[src/rtl/demux_pkg.sv]
// Shared encodings and state type for the 1-to-4 demux scheduler.
package demux_pkg;

  // Demux select encodings, {sel_a, sel_b}.
  localparam logic [1:0] LANE_A = 2'b00;
  localparam logic [1:0] LANE_B = 2'b01;
  localparam logic [1:0] LANE_C = 2'b10;
  localparam logic [1:0] LANE_D = 2'b11;

  // Routing mode.
  localparam logic MODE_RR   = 1'b0;
  localparam logic MODE_ADDR = 1'b1;

  typedef enum logic {
    ST_IDLE = 1'b0,
    ST_HOLD = 1'b1
  } state_e;

endpackage

[src/rtl/rr_next_lane.sv]
// Finds the first enabled lane at or after (incl_start=1) or strictly after (incl_start=0)
// `start`, searching upward with wrap 3->0. With incl_start=0 the search ends on `start`
// itself, so a sole enabled lane returns itself.
module rr_next_lane (
  input  logic [1:0] start,
  input  logic [3:0] lane_en,
  input  logic       incl_start,
  output logic [1:0] lane,
  output logic       none
);

  // Scan from the farthest offset down so the nearest enabled lane wins.
  always_comb begin
    logic [1:0] cand;
    lane = start;
    none = 1'b1;
    for (int i = 3; i >= 0; i--) begin
      cand = start + 2'(i) + 2'(!incl_start);
      if (lane_en[cand]) begin
        lane = cand;
        none = 1'b0;
      end
    end
  end

endmodule

[src/rtl/demux_1_4_scheduler.sv]
// Sequencing controller for a 1-to-4 demux: routes a valid/ready stream to four lanes,
// round-robin in bursts or by per-word address, through a one-entry output register.
module demux_1_4_scheduler
  import demux_pkg::*;
#(
  parameter int unsigned WIDTH = 1,
  parameter int unsigned BURST = 4
) (
  input  logic             clk,
  input  logic             rst_n,
  input  logic             mode,
  input  logic [3:0]       lane_en,
  input  logic             in_valid,
  input  logic [WIDTH-1:0] in_data,
  input  logic [1:0]       in_sel,
  output logic             in_ready,
  output logic [3:0]       out_valid,
  output logic [WIDTH-1:0] out_data,
  input  logic [3:0]       out_ready,
  output logic             sel_a,
  output logic             sel_b,
  output logic             drop,
  output logic             busy
);

  localparam logic [7:0] BurstLen = 8'(BURST);

  state_e           state_q, state_d;
  logic [1:0]       ptr_q, ptr_d;
  logic [7:0]       bcnt_q, bcnt_d;
  logic [1:0]       tgt_q;
  logic [WIDTH-1:0] data_q;
  logic             drop_q;

  logic [1:0] fix_lane, adv_lane;
  logic       fix_none, adv_none;
  logic       rr_block, accept, routable, load, drain;
  logic [1:0] new_tgt;
  logic [7:0] cnt_inc;

  // Round-robin target: ptr if enabled, else the next enabled lane above it.
  rr_next_lane u_fix (
    .start      (ptr_q),
    .lane_en    (lane_en),
    .incl_start (1'b1),
    .lane       (fix_lane),
    .none       (fix_none)
  );

  // Post-burst advance: next enabled lane strictly after the current target.
  rr_next_lane u_adv (
    .start      (fix_lane),
    .lane_en    (lane_en),
    .incl_start (1'b0),
    .lane       (adv_lane),
    .none       (adv_none)
  );

  // Handshake and routing decode.
  always_comb begin
    rr_block = (mode == MODE_RR) && (lane_en == 4'b0000);
    in_ready = rst_n && !rr_block && ((state_q == ST_IDLE) || out_ready[tgt_q]);
    accept   = in_valid && in_ready;
    new_tgt  = (mode == MODE_ADDR) ? in_sel : fix_lane;
    routable = (mode == MODE_ADDR) ? lane_en[in_sel] : !fix_none;
    load     = accept && routable;
    drain    = (state_q == ST_HOLD) && out_ready[tgt_q];
  end

  // Burst bookkeeping; a fixed-up pointer restarts the burst count.
  always_comb begin
    ptr_d   = ptr_q;
    bcnt_d  = bcnt_q;
    cnt_inc = (lane_en[ptr_q] ? bcnt_q : 8'd0) + 8'd1;
    if (accept && (mode == MODE_RR)) begin
      if (cnt_inc >= BurstLen) begin
        ptr_d  = adv_none ? fix_lane : adv_lane;
        bcnt_d = 8'd0;
      end else begin
        ptr_d  = fix_lane;
        bcnt_d = cnt_inc;
      end
    end
  end

  // FSM state register.
  always_ff @(posedge clk or negedge rst_n) begin
    if (!rst_n) begin
      state_q <= ST_IDLE;
    end else begin
      state_q <= state_d;
    end
  end

  // FSM next state; a dropped word never moves the stage.
  always_comb begin
    state_d = state_q;
    unique case (state_q)
      ST_IDLE: if (load) state_d = ST_HOLD;
      ST_HOLD: begin
        if (load) begin
          state_d = ST_HOLD;
        end else if (drain) begin
          state_d = ST_IDLE;
        end
      end
      default: state_d = ST_IDLE;
    endcase
  end

  // FSM outputs.
  always_comb begin
    out_valid = (state_q == ST_HOLD) ? (4'b0001 << tgt_q) : 4'b0000;
    busy      = (state_q == ST_HOLD);
  end

  // Output stage, pointer, burst counter and drop pulse.
  always_ff @(posedge clk or negedge rst_n) begin
    if (!rst_n) begin
      ptr_q  <= LANE_A;
      bcnt_q <= 8'd0;
      tgt_q  <= LANE_A;
      data_q <= '0;
      drop_q <= 1'b0;
    end else begin
      ptr_q  <= ptr_d;
      bcnt_q <= bcnt_d;
      drop_q <= accept && !routable;
      if (load) begin
        tgt_q  <= new_tgt;
        data_q <= in_data;
      end
    end
  end

  assign out_data = data_q;
  assign sel_a    = tgt_q[1];
  assign sel_b    = tgt_q[0];
  assign drop     = drop_q;

endmodule

[config.mk]
export PLATFORM = sky130hd
export DESIGN_NAME = demux_1_4_scheduler
export DESIGN_NICKNAME = d
export VERILOG_FILES = /design/src/rtl/demux_pkg.sv /design/src/rtl/rr_next_lane.sv /design/src/rtl/demux_1_4_scheduler.sv
export SDC_FILE = /design/constraint.sdc
export NUM_CORES = 1
export LEC_CHECK = 0
export ABC_AREA = 1
export CAP_MARGIN = 20
export CORE_AREA = 2 2 64 66
export CTS_BUF_LIST = sky130_fd_sc_hd__clkbuf_16
export DETAILED_ROUTE_END_ITERATION = 8
export DIE_AREA = 0 0 66 68
export PLACE_DENSITY = 0.66
export REMOVE_ABC_BUFFERS = 1
export SETUP_SLACK_MARGIN = 0.15
export SYNTH_ARGS = -nofsm -noshare
export SYNTH_HDL_FRONTEND = slang
export SYNTH_SLANG_ARGS = --single-unit
[constraint.sdc]
create_clock -name clk -period 5.32 [get_ports clk]
set_input_delay 0.798 -clock clk [delete_from_list [all_inputs] [get_ports clk]]
set_output_delay 0.798 -clock clk [all_outputs]
set_load 0.05 [all_outputs]
# [Word-level counts from Yosys, hierarchy flattened]
# Cells that the tools add are included.
[totals] word_cells=90 ff_bits=15 in_bits=15 out_inout_bits=10
[op_classes] n_bitwise=2 shifts=1 n_mux=47 n_addsub=10 n_reduce_logical=13 order_cmp=11
[ops] operator="less-than comparator 2 x 3 -> 1 bit, second input constant" n=10
[ops] operator="two-way mux 1 bit" n=22
[ops] operator="two-way mux 2 bit" n=11
[ops] operator="binary-select mux 1 bit (select 2 bit)" n=10
[ops] operator="two-way mux 8 bit" n=2
[ops] operator="adder 2 x 1 -> 2 bit, second input constant" n=5
[ops] operator="adder 2 bit, second input constant" n=4
[ops] operator="adder 8 x 1 -> 8 bit, second input constant" n=1
[ops] operator=">= comparator 8 x 3 -> 1 bit, second input constant" n=1
[ops] operator="logical AND 1 bit" n=8
[ops] operator="zero test 4 bit" n=1
[ops] operator="two-way mux 4 bit" n=1
[ops] operator="left shift 1 x 2 -> 4 bit, first input constant" n=1
[ops] operator="zero test 1 bit" n=3
[ops] operator="NOT 1 bit" n=2
[ops] operator="one-hot mux 1 bit (2 select lines)" n=1
[ops] operator="logical OR 1 bit" n=1

# [Longest topological paths before layout]
[depth] ltp_word=17 ltp_mapped=22 depth_no_buf=20

# [Cells and area by module]
# From an unflattened synthesis, not the netlist that was laid out.
[unflattened] hier_cells=260 area_unflattened_um2=1507.7
[by_module_without_submodules] module="demux_1_4_scheduler" cells_each=132 seq_area_each_um2=375.4 n_inst=1 area_per_inst_um2=927.1
[by_module_without_submodules] module="rr_next_lane" cells_each=64 seq_area_each_um2=0.0 n_inst=2 area_per_inst_um2=290.3

# [Least setup slack after synthesis]
# OpenSTA, ideal clock, no wires.
[synth_path] kind="input to register" startpoint="input port out_ready[1]" endpoint="register ptr_q[1]" path_buffers=0 setup_ps=123 path_stages=9 slack_ps=2573 t_arrival_ps=2624 required_ps=5197 cell_sequence="nand2_1 -> a21oi_1 -> nor3_1 -> nor3b_2 -> nand2_1 -> nor2_4 -> clkinv_1 -> a21oi_1 -> a21boi_1"
[synth_via] elab_chain_len=6
[synth_rtl] element="from (decl)" line_no="demux_1_4_scheduler.sv:19" rtl="input logic [3:0] out_ready,"
[synth_rtl] element="binary-select mux 1 bit (select 2 bit)" line_no="demux_1_4_scheduler.sv:62" rtl="in_ready = rst_n && !rr_block && ((state_q == ST_IDLE) || out_ready[tgt_q]);"
[synth_rtl] element="two-way mux 1 bit (implied by the code)" line_no="demux_1_4_scheduler.sv:62"
[synth_rtl] element="logical OR 1 bit" line_no="demux_1_4_scheduler.sv:62"
[synth_rtl] element="logical AND 1 bit" line_no="demux_1_4_scheduler.sv:62"
[synth_rtl] element="net in_ready" line_no="demux_1_4_scheduler.sv:16" rtl="output logic in_ready,"
[synth_rtl] element="logical AND 1 bit" line_no="demux_1_4_scheduler.sv:63" rtl="accept = in_valid && in_ready;"
[synth_rtl] element="logical AND 1 bit" line_no="demux_1_4_scheduler.sv:75" rtl="if (accept && (mode == MODE_RR)) begin"
[synth_rtl] element="to (signal assigned)" line_no="demux_1_4_scheduler.sv:126" rtl="ptr_q <= ptr_d;"
[synth_rtl] element="to (decl)" line_no="demux_1_4_scheduler.sv:29" rtl="logic [1:0] ptr_q, ptr_d;"
# The timed path passes the listed nets, and every way through them passes these cells. The select of a mux whose other input is x is not followed.
# A chain may end at the register's enable or synchronous reset.

# [Final worst setup path]
[layout_path] startpoint="input port lane_en[3]" endpoint="output port in_ready"
[layout_via] elab_chain_len=5
[layout_rtl] element="from (decl)" line_no="demux_1_4_scheduler.sv:12" rtl="input logic [3:0] lane_en,"
[layout_rtl] element="zero test 4 bit" line_no="demux_1_4_scheduler.sv:61" rtl="rr_block = (mode == MODE_RR) && (lane_en == 4'b0000);"
[layout_rtl] element="logical AND 1 bit" line_no="demux_1_4_scheduler.sv:61"
[layout_rtl] element="zero test 1 bit" line_no="demux_1_4_scheduler.sv:62"
[layout_rtl] element="logical AND 1 bit (2 in series)" line_no="demux_1_4_scheduler.sv:62"
[layout_rtl] element="to (decl)" line_no="demux_1_4_scheduler.sv:16"
# No other way between the ends.

==> flow_metrics.py <==
metrics = {
    "outcome": {
        "outcome": "completed",
    },
    "route": {
        "routed_wl_mm": 2.95,
        "drt_iter0_markers": 100,
        "final_antenna_net_count": 0,
        "avgViaCountPerCell": 4.69,
        "drc": 0,
        "dr.pass1.iters": 4,
        "via_count": 1281,
        "post_drt_wl_per_cell_um": 10.8,
    },
    "power_and_ir_drop": {
        "total_leakage_power_nw": 0.863,
        "p_int_mw": 0.483,
        "p_sw_mw": 0.562,
        "pwr-share-seq_pct": 17.6,
        "combinationalPowerShare_pct": 68.4,
        "pwr_density_cell_nw_per_um2": 639,
        "sw_frac_of_total_pct": 53.7,
        "ir_drop_mv": 0.227,
        "finalPower_mw": 1.04,
        "clkPwrFrac_pct": 14.0,
    },
    "worst_setup_path": {
        "critPathLaunchType": "input port",
        "crit_path_end_kind": "output port",
        "r2r_setup_slack_ns": 2.85,
        "crit_type": "in2out",
        "reg2reg_depth": 14,
        "required_ns": 4.52,
        "r2r_end": "ptr_q[1]",
        "r2r-start": "ptr_q[0]",
        "crit_path_max_fanout": 5,
        "crit_arrival_ns": 2.85,
    },
    "global_routing": {
        "grt_max_degree": 17,
        "grt_pass1_vias": 1182,
        "antenna_found_initial": 0,
        "grtUsageTotal_pct": 14.2,
        "overflow": 0,
        "grt_pass1_wl_mm": 5.03,
    },
    "timing": {
        "min_period_over_period_pct": 68.6,
        "relSlewSlack_pct": 66.3,
        "hold_viol": 0,
        "rsz0062_at_grt": "false",
        "setup_viol": 0,
        "worst_slew_pin_slew_ns": 0.500,
        "drv_slew": 0,
        "fin_worst_skew_ns": 0.00290,
        "tns_ns": 0,
        "fin_crit_ns": 3.65,
        "clock.fmax_mhz": 274,
    },
    "synth": {
        "synth_cell_types": 30,
        "synth.top_cell.area_share_pct": 29.5,
        "syn_inst": 196,
        "ys_ff_latch": 15,
        "synth_top_cell_by_area": "dfrtp_1",
        "yosysWarnings": 0,
        "synth.area.top_cells": "dfrtp_1 30%, nand2_1 20%, nand3_1 7.5%, inv_1 7.4%, nand2_2 3.9%",
        "synthFlopType": "dfrtp_1",
        "yosysSeqAreaShare_pct": 29.5,
        "async_flop_share_pct": 100,
        "synth_enable_flop_cells": 0,
        "avgSynthCellArea_um2": 6.49,
        "syn_area_um2": 1270,
        "synth_common_cells": "69 x nand2_1, 25 x inv_1, 19 x nand3_1, 15 x dfrtp_1",
        "synth_most_common_cell": "nand2_1",
    },
    "floorplanning": {
        "die_w_um": 66,
        "coreArea_um2": 3860,
        "initial_core_util_pct": 33.0,
        "rows": 23,
        "die_h_um": 68,
        "io-pin-count": 25,
        "die_area_um2": 4490,
    },
    "clock_tree": {
        "cts_htree_levels": 1,
        "postCtsResizedCells": 0,
        "cts_hold_buf": 0,
        "cts_tree": "built",
        "cts_sinks": 15,
        "clock_insertion_delay_worst_skew_ns": 0.24,
        "clockRootBuffer": "clkbuf_16",
        "clkTransAtPathRegs_ns": 0.05,
        "clockBufferDepth": 2,
        "numCtsBuffers": 3,
        "post_cts_buffers": 0,
    },
    "flow_run": {
        "max-cap-violations": 0,
    },
    "min_path": {
        "min_path_type": "reg2reg",
        "holdPathEnd": "out_data",
        "min_path_cells": 2,
        "worstHoldStart": "out_data",
    },
    "placed_design": {
        "dpl_cell_area_um2": 1560,
        "port_buffers": 24,
        "gp_congestion": 0.847,
        "dp_hpwl_mm": 2.26,
    },
    "finish": {
        "drive_above_1_share_pct": 13.9,
        "fin_area_um2": 1640,
        "diodes": 0,
        "finish.net_count": 240,
        "area_growth_pct": 28.6,
    },
}
==> worst max-delay path, stage by stage <==
cell and delay, ns:
clkdlybuf4s50_1 0.50, nor4_1 0.51, inv_1 0.08, nor2_1 0.17
nor3b_2 0.08, clkdlybuf4s50_1 0.72
==> sequential cells by signal, indices dropped and copies added, names as in the netlist <==
register,count
drop,1
out_data,1
tgt_q,2
ptr_q,2
busy,1
bcnt_q,8
==> area by class of cell <==
class                      instances  area, um^2
clock buffer                       3        75.1
fill                             410        2220
tap                               50        62.6
timing repair buffer              25         248
clock inverter                     1        5.00
inverter                          32         128
multi-input combinational        147         742
sequential                        15         375
==> power groups by stage <==
stage	sequential [mW]	combinational [mW]	clock, mW
after floorplan	0.233	0.509	0
after global placement	0.185	0.711	0
after detailed placement	0.185	0.715	0
after CTS	0.184	0.720	0.149
after global routing	0.188	0.790	0.155
final	0.184	0.715	0.147
==> metal layers <==
layer / GRT usage (%) / up-vias / share of wire, %
li1: - / 681 / -
met1: 18.0 / 581 / 49
met2: 25.6 / 17 / 48
met3: 1.64 / 2 / 2.5
met4: 3.83 / 0 / 0.47
met5: 0 / - / 0
==> through the flow <==
| stage | utilization (%) | hold WS (ns) | cells | worst slack [ns] |
|---|---|---|---|---|
| finish | 42.4 | 0.484 | 273 | 1.67 |
| floorplan | - | 0.458 | 194 | 2.57 |
| detailed placement | 40.3 | 0.480 | 269 | 1.70 |
| CTS | 42.4 | 0.491 | 273 | 1.70 |
| global route | 42.4 | 0.521 | 273 | 1.58 |
| global placement | 40.3 | 0.475 | 269 | 1.72 |
==> cell usage in the layout, fill, tap and decap left out, drive strengths merged <==
| master | synthesis | final |
|---|---|---|
| nand2 | 81 | 81 |
| inv | 31 | 31 |
| clkdlybuf4s50 | 0 | 24 |
| nand3 | 22 | 22 |
| dfrtp | 15 | 15 |
| nor2 | 10 | 10 |
| a21oi | 10 | 10 |
| o21ai | 10 | 10 |
| nor3 | 3 | 3 |
| clkbuf | 0 | 3 |
| nor4 | 2 | 2 |
| o22ai | 2 | 2 |
| clkinv | 1 | 2 |
| nor3b | 1 | 1 |
| or2 | 1 | 1 |
| nand4 | 1 | 1 |
| o2111ai | 1 | 1 |
| a22o | 1 | 1 |
| a21boi | 1 | 1 |
| ha | 1 | 1 |
| buf | 2 | 1 |
==> logic make-up after synthesis <==
kind of cell / count (synthesis) / synth area share (%)
compound gates: 25 / 11.4
fa+ha+maj: 1 / 0.984
buf+inv: 34 / 12.1
flops: 15 / 29.5
simple gates: 121 / 46.0
==> worst max path at each step <==
stage	startpoint	to	slack, ns
after floorplan	out_ready[1]	ptr_q[1]	2.57
after global placement	lane_en[3]	in_ready	1.72
after detailed placement	lane_en[3]	in_ready	1.70
after CTS	lane_en[3]	in_ready	1.70
after global routing	lane_en[3]	in_ready	1.58
final	lane_en[3]	in_ready	1.67
No activity file was read; power rests on OpenSTA's default activity.
